## src/rtl/uart_rx_sampler.sv

```systemverilog
// UART receive oversampling counter and 3-point majority-vote bit sampler.
// Counts oversample ticks and bits for the RX frame controller and votes each bit at mid-period.
module uart_rx_sampler (
  input  logic       clk,
  input  logic       rst,
  input  logic       rx_in,
  input  logic [5:0] prescale,
  input  logic       enable,
  input  logic       data_sampled_en,
  output logic [5:0] edge_cnt,
  output logic [3:0] bit_cnt,
  output logic       sampled_bit,
  output logic       sample_valid
);

  logic [5:0] ratio;
  logic [5:0] half;
  logic [5:0] last_tick;
  logic [5:0] first_tick;
  logic [5:0] vote_tick;
  logic       wrap;
  logic       vote_hit;
  logic       majority;
  logic [2:0] sample_hit;

  logic [5:0] edge_cnt_q, edge_cnt_d;
  logic [3:0] bit_cnt_q, bit_cnt_d;
  logic       sampled_bit_q, sampled_bit_d;
  logic       sample_valid_q, sample_valid_d;
  logic [2:0] samples_q, samples_d;

  // Unsupported ratios fall back to the smallest legal one.
  always_comb begin
    ratio = 6'd8;
    case (prescale)
      6'd8:    ratio = 6'd8;
      6'd16:   ratio = 6'd16;
      6'd32:   ratio = 6'd32;
      default: ratio = 6'd8;
    endcase
  end

  assign half       = ratio >> 1;
  assign last_tick  = ratio - 6'd1;
  assign first_tick = half - 6'd1;
  assign vote_tick  = half + 6'd2;

  // ">=" rather than "==" so a prescale drop mid-bit cannot strand the counter out of range.
  assign wrap     = (edge_cnt_q >= last_tick);
  assign vote_hit = (edge_cnt_q == vote_tick);

  genvar gi;
  generate
    for (gi = 0; gi < 3; gi++) begin : g_sample_point
      assign sample_hit[gi] = (edge_cnt_q == (first_tick + 6'(gi)));
    end
  endgenerate

  assign majority = (samples_q[0] & samples_q[1]) |
                    (samples_q[0] & samples_q[2]) |
                    (samples_q[1] & samples_q[2]);

  always_comb begin
    edge_cnt_d     = edge_cnt_q;
    bit_cnt_d      = bit_cnt_q;
    sampled_bit_d  = sampled_bit_q;
    sample_valid_d = 1'b0;
    samples_d      = samples_q;

    if (!enable) begin
      edge_cnt_d = 6'd0;
      bit_cnt_d  = 4'd0;
    end else begin
      if (wrap) begin
        edge_cnt_d = 6'd0;
        if (bit_cnt_q != 4'hF) begin
          bit_cnt_d = bit_cnt_q + 4'd1;
        end
      end else begin
        edge_cnt_d = edge_cnt_q + 6'd1;
      end

      if (data_sampled_en) begin
        for (int i = 0; i < 3; i++) begin
          if (sample_hit[i]) begin
            samples_d[i] = rx_in;
          end
        end
        if (vote_hit) begin
          sampled_bit_d  = majority;
          sample_valid_d = 1'b1;
        end
      end
    end
  end

  // Idle-high line: sample points and voted bit reset to 1.
  always_ff @(posedge clk or negedge rst) begin
    if (!rst) begin
      edge_cnt_q     <= 6'd0;
      bit_cnt_q      <= 4'd0;
      sampled_bit_q  <= 1'b1;
      sample_valid_q <= 1'b0;
      samples_q      <= 3'b111;
    end else begin
      edge_cnt_q     <= edge_cnt_d;
      bit_cnt_q      <= bit_cnt_d;
      sampled_bit_q  <= sampled_bit_d;
      sample_valid_q <= sample_valid_d;
      samples_q      <= samples_d;
    end
  end

  assign edge_cnt     = edge_cnt_q;
  assign bit_cnt      = bit_cnt_q;
  assign sampled_bit  = sampled_bit_q;
  assign sample_valid = sample_valid_q;

endmodule

```

## config.mk

```make
export PLATFORM = sky130hd
export DESIGN_NAME = uart_rx_sampler
export DESIGN_NICKNAME = d
export VERILOG_FILES = /design/src/rtl/uart_rx_sampler.sv
export SDC_FILE = /design/constraint.sdc
export NUM_CORES = 1
export LEC_CHECK = 0
export BUFFER_PORTS_ARGS = -buffer_cell sky130_fd_sc_hd__buf_2
export CAP_MARGIN = 20
export CORE_ASPECT_RATIO = 0.8
export CORE_MARGIN = 10
export CORE_UTILIZATION = 40
export DETAILED_ROUTE_END_ITERATION = 10
export PLACE_DENSITY = 0.71
export SLEW_MARGIN = 20
export SYNTH_ARGS = -nofsm -noshare
export SYNTH_HDL_FRONTEND = slang
export SYNTH_SLANG_ARGS = --single-unit
```

## constraint.sdc

```tcl
create_clock -name clk -period 1.9 [get_ports clk]
set_input_delay 0.57 -clock clk [delete_from_list [all_inputs] [get_ports clk]]
set_output_delay 0.57 -clock clk [all_outputs]
set_load 0.1 [all_outputs]
```

After elaboration in Yosys (flattened, before gate mapping)
Cells that the tools add are included.
{ "totals": {"reg_bits": 15, "latchBits": 0, "ram_bits": 0, "rom_bits": 0, "out_inout_bits": 12, "elab_cells": 43, "mem_count": 0} }
{ "op_classes": {"n_addsub": 7, "mul": 0, "div_mod_pow": 0, "magnitude_cmp": 1, "eq_ne": 9, "shift": 0, "muxes": 9, "n_bitwise": 5, "n_reduce_logical": 5} }
{ "ops": {"columns": ["cell", "count"], "rows": [
  ["$eq 6x6->1", 4],
  ["$add 6x1->6 const B", 2],
  ["$mux 4", 3],
  ["$mux 6", 2],
  ["$pmux 6 s2", 1],
  ["$reduce_and 3->1", 4],
  ["$add 5x2->6 const B", 1],
  ["$add 6x2->6 const B", 1],
  ["$eq 6x5->1 const B", 1],
  ["$eq 6x6->1 const B", 1],
  ["$ge 6x6->1", 1],
  ["$sub 5x1->6 const B", 1],
  ["$sub 6x1->6 const B", 1],
  ["$add 4x1->4 const B", 1],
  ["$ne 2x1->1 const B", 2],
  ["$ne 4x4->1 const B", 1],
  ["$and 1x1->1", 3],
  ["$mux 1", 3],
  ["$or 1x1->1", 2],
  ["$reduce_and 2->1", 1]
]} }

Logic depth before layout (Yosys ltp)
{ "depth": {"depth_word": 7, "mapped_depth": 8, "ltp_nobuf": 8} }

Worst setup path before layout
OpenSTA, ideal clock, no wires.
{ "synth_timing": {"path_type": "register to register", "startpoint": "register edge_cnt_q[0], in the netlist edge_cnt[0]", "endpoint": "register bit_cnt_q[0], in the netlist bit_cnt[0]", "setup_time_ns": 0.074, "arrival_ns": 2.138, "required_ns": 1.826, "slack_ns": -0.312, "path_stages_with_launch": 7, "path_buffers": 0, "path_cell_list": "dfrtp_1 -> ha_1 -> nand3_1 -> a22oi_1 -> nand2_1 -> xor2_1 -> nor2_1"} }
{ "synth_via": {"elab_chain_cells": 3} }
{ "synth_rtl": {"columns": ["element", "line", "text"], "rows": [
  ["from (decl)", "26", "logic [5:0] edge_cnt_q, edge_cnt_d;"],
  ["from (signal assigned)", "106", "edge_cnt_q <= edge_cnt_d;"],
  ["$ge 6x6->1", "49", "assign wrap = (edge_cnt_q >= last_tick);"],
  ["$ne 2x1->1 (no source line)", null, null],
  ["$reduce_and 2->1 (no source line)", null, null],
  ["to (signal assigned)", "107", "bit_cnt_q <= bit_cnt_d;"],
  ["to (decl)", "27", "logic [3:0] bit_cnt_q, bit_cnt_d;"]
]} }
Every way passes these cells.
A chain may end at the register's enable or synchronous reset.

Final worst setup path
{ "layout_timing": {"startpoint": "input prescale[0]", "endpoint": "register bit_cnt_q[0], in the netlist bit_cnt[0]"} }
{ "layout_via": {"elab_chain_cells": 6} }
{ "layout_rtl": {"columns": ["element", "line", "text"], "rows": [
  ["from (decl)", "7", "input logic [5:0] prescale,"],
  ["$eq 6x6->1 or $eq 6x5->1 (tied branches)", "35", "case (prescale)"],
  ["$pmux 6 s2 (*)", "35", null],
  ["$sub 6x1->6 (*)", "44", "assign last_tick = ratio - 6'd1;"],
  ["$ge 6x6->1 (*)", "49", null],
  ["$ne 2x1->1 (no source line) (*)", null, null],
  ["$reduce_and 2->1 (no source line) (*)", null, null]
]} }
Every way passes the cells marked *; elsewhere a longest branch is shown, timed or not.

==> run summary <==
Worst EP required: 2.07 ns
Area Growth Syn to Fin: 27.88%
via count: 728
Post-synth EDFFs: 0
Psw: 0.2051 mW
post-synth design cell area: 902.1 um2
top-area cell type share of the netlist area: 0.3051
P_int: 0.4838 mW
top cells by instance count after synthesis: dfrtp_1 (11), ha_1 (8), nor2_1 (8)
met3 GRT Util: 0.04603
Post-DRT Antenna Nets: 0
CP Launch Type: input port
failing checks: setup timing
most frequent cell after synthesis: dfrtp_1
TritonCTS clock tree: yes
initial DRC count: 9
Sequential Power Share: 0.543
P per Cell Area: 597.2 mW/mm2
Sink Count: 15
Worst-Skew Late Latency: 0.27 ns
total die area: 0.004567 mm2
top post-synthesis cells by area: dfrtp_1 (31%), dfstp_2 (12%), ha_1 (11%)
syn_area_per_cell: 10.37 um2
total power: 0.6889 mW
worst vdd ir: 0.0004680 V
crit end category: flip-flop
standby leakage power: 0.5405 nW
final HPWL from detailed placement: 1516 um
Final Hold Vio Count: 0
max-cap viol count: 0
critical path fanouts, max: 7
final instance area: 0.001154 mm2
RSZ-0062 raised after global routing: yes
DR pass1 iterations: 4
Slew Viols, Final: 0
Sw Share: 0.2977
Hold Slack: 0.1778 ns
Setup TNS: -0.1101 ns
Synth Instances: 87
final-report setup violation count: 3
Seq cells post-synth: 15
vias in the first global route: 756
Die X: 73.10 um
Worst EP arrival: 2.13 ns
Cell Area, Placed: 0.001064 mm2
Max Clk Rate: 509.5 MHz
final-stage net count: 137
drc violations: 0
final wirelength: 1902 um
critical register-to-register path startpoint: edge_cnt[3]$_DFF_PN0_
total global-route track usage: 0.08449
CP Class: in -> reg
sequential area share after synthesis: 0.4216
WL per Instance: 13.39 um
Synth async-reset ratio: 1.000
Syn Nets: 106
first-pass GRT wire length: 3263 um
yosys warns: 0
root buffer cell: clkbuf_4
GRT busiest layer: met2
Netlist cell types: 31
clock buffer depth: 2
worst clock skew: 0.002154 ns
min Tclk post-route: 1.963 ns
met1 usage: 0.09406
routability cong.: 0.7656
Max H-tree Level: 1
initial antenna violation count: 0
ratio of cells with drive above 1 in the final layout: 0.4786
worst reg-to-reg setup slack: 0.30 ns
Initial Util: 0.4180
clk slew on worst S/H paths: 0.08 ns
final setup margin: -0.06290 ns
combinational power share: 0.202
Period Utilization, post-route: 1.033
largest net degree at the start of global routing: 16
Chip Height: 62.48 um
CTS buffer count: 3
Clock power frac: 0.255
Fillers: 200
HP Class: in -> async
Crit. Startpoint: prescale[0]
GRT Residual Overflow: 0
Most used DFF post-synth: dfrtp_1
Ports: 23
Avg Vias per Cell: 5.127
met2 GRT Util: 0.1384
Core Area: 0.002158 mm2
IO buf count: 22
cell taking the most area after synthesis: dfrtp_1
n_diodes: 0
status: finished, violations left
Placement Rows: 15
## power by group through the flow
| stage | Combinational (mW) | Sequential, mW | Clock, mW |
|---|---|---|---|
| final | 0.139 | 0.374 | 0.176 |
| after global routing | 0.152 | 0.378 | 0.199 |
| after global placement | 0.132 | 0.379 | 0 |
| after floorplan | 0.0544 | 0.420 | 0 |
| after CTS | 0.140 | 0.375 | 0.186 |
| after detailed placement | 0.135 | 0.381 | 0 |
## logic make-up after synthesis
group / share of synthesized area
AOI/OAI and AO/OA: 0.07212
xor gates and xnor gates: 0.06796
adders and majority gates: 0.1221
buffers and inverters: 0.03051
DFF: 0.4216
muxes: 0.05408
other: 0.004157
and+or+nand+nor: 0.2275
## worst paths after layout
check	endpoint	depth (start not counted)
min in group clk	edge_cnt[0]$_DFF_PN0_	1
hold / removal	edge_cnt[3]$_DFF_PN0_	1
hold reg to reg	edge_cnt[0]$_DFF_PN0_	1
max in group asynchronous	sampled_bit$_DFFE_PN1P_	1
setup / recovery	bit_cnt[0]$_DFFE_PN0P_	9
setup reg to reg	bit_cnt[0]$_DFFE_PN0P_	6
## cells in the final DEF (no fill, tap or decap), drive strengths merged, types with 2 or more instances in the layout
master  count
dfstp       4
nor3        3
dfrtp      11
buf        27
nor2b       4
nand2       7
clkbuf      4
nor2        8
mux2        4
xnor2       4
nand3       5
xor2        3
o21ai       2
a21oi       3
inv         6
ha          8
## through the flow
stage          setup slack [ns]    util  std cells
5_1_grt                 -0.1521  0.5345        142
4_1_cts                -0.06958  0.5154        139
2_1_floorplan           -0.1159       -         87
3_3_place_gp            -0.3456  0.4928        134
6_report               -0.06290  0.5345        142
3_5_place_dp            -0.3964  0.4928        134
## registers in the layout (all words and copies together), names as in the netlist
signal and flops:
bit_cnt 4, sample_valid 1, edge_cnt 6, samples_q 3, sampled_bit 1
## routing by layer
| layer | vias to the layer above | share of wire |
|---|---|---|
| met5 | - | 0 |
| met4 | 0 | 0.0021 |
| met3 | 2 | 0.075 |
| met2 | 15 | 0.51 |
| met1 | 354 | 0.41 |
| li1 | 357 | - |
## layout make-up
cell class                      instances  area, um2  area share
Tap cell                               25      31.28     0.02711
Timing Repair Buffer                   27      160.2      0.1388
Inverter                                6      22.52     0.01952
Multi-Input combinational cell         65      525.5      0.4555
Clock buffer                            4      26.28     0.02278
Sequential cell                        15      387.9      0.3362
## worst max-delay path, stage by stage
cell     delay, ns
buf_6         0.09
nor4_4        0.32
o21ai_2       0.11
ha_1          0.30
nand3_2       0.06
a22oi_2       0.31
nand2_1       0.15
xor2_1        0.16
nor2_1        0.06
## repair_timing
action | CTS | global route
cloned | 0 | 0
buffers inserted | 1 | 3
hold endpoints to repair | 0 | 0
resized for setup | 3 | 4
hold buffers | 0 | 0
pin swaps | 6 | 7
setup endpoints to repair | 10 | 10
Power figures use the tool's default switching activity.
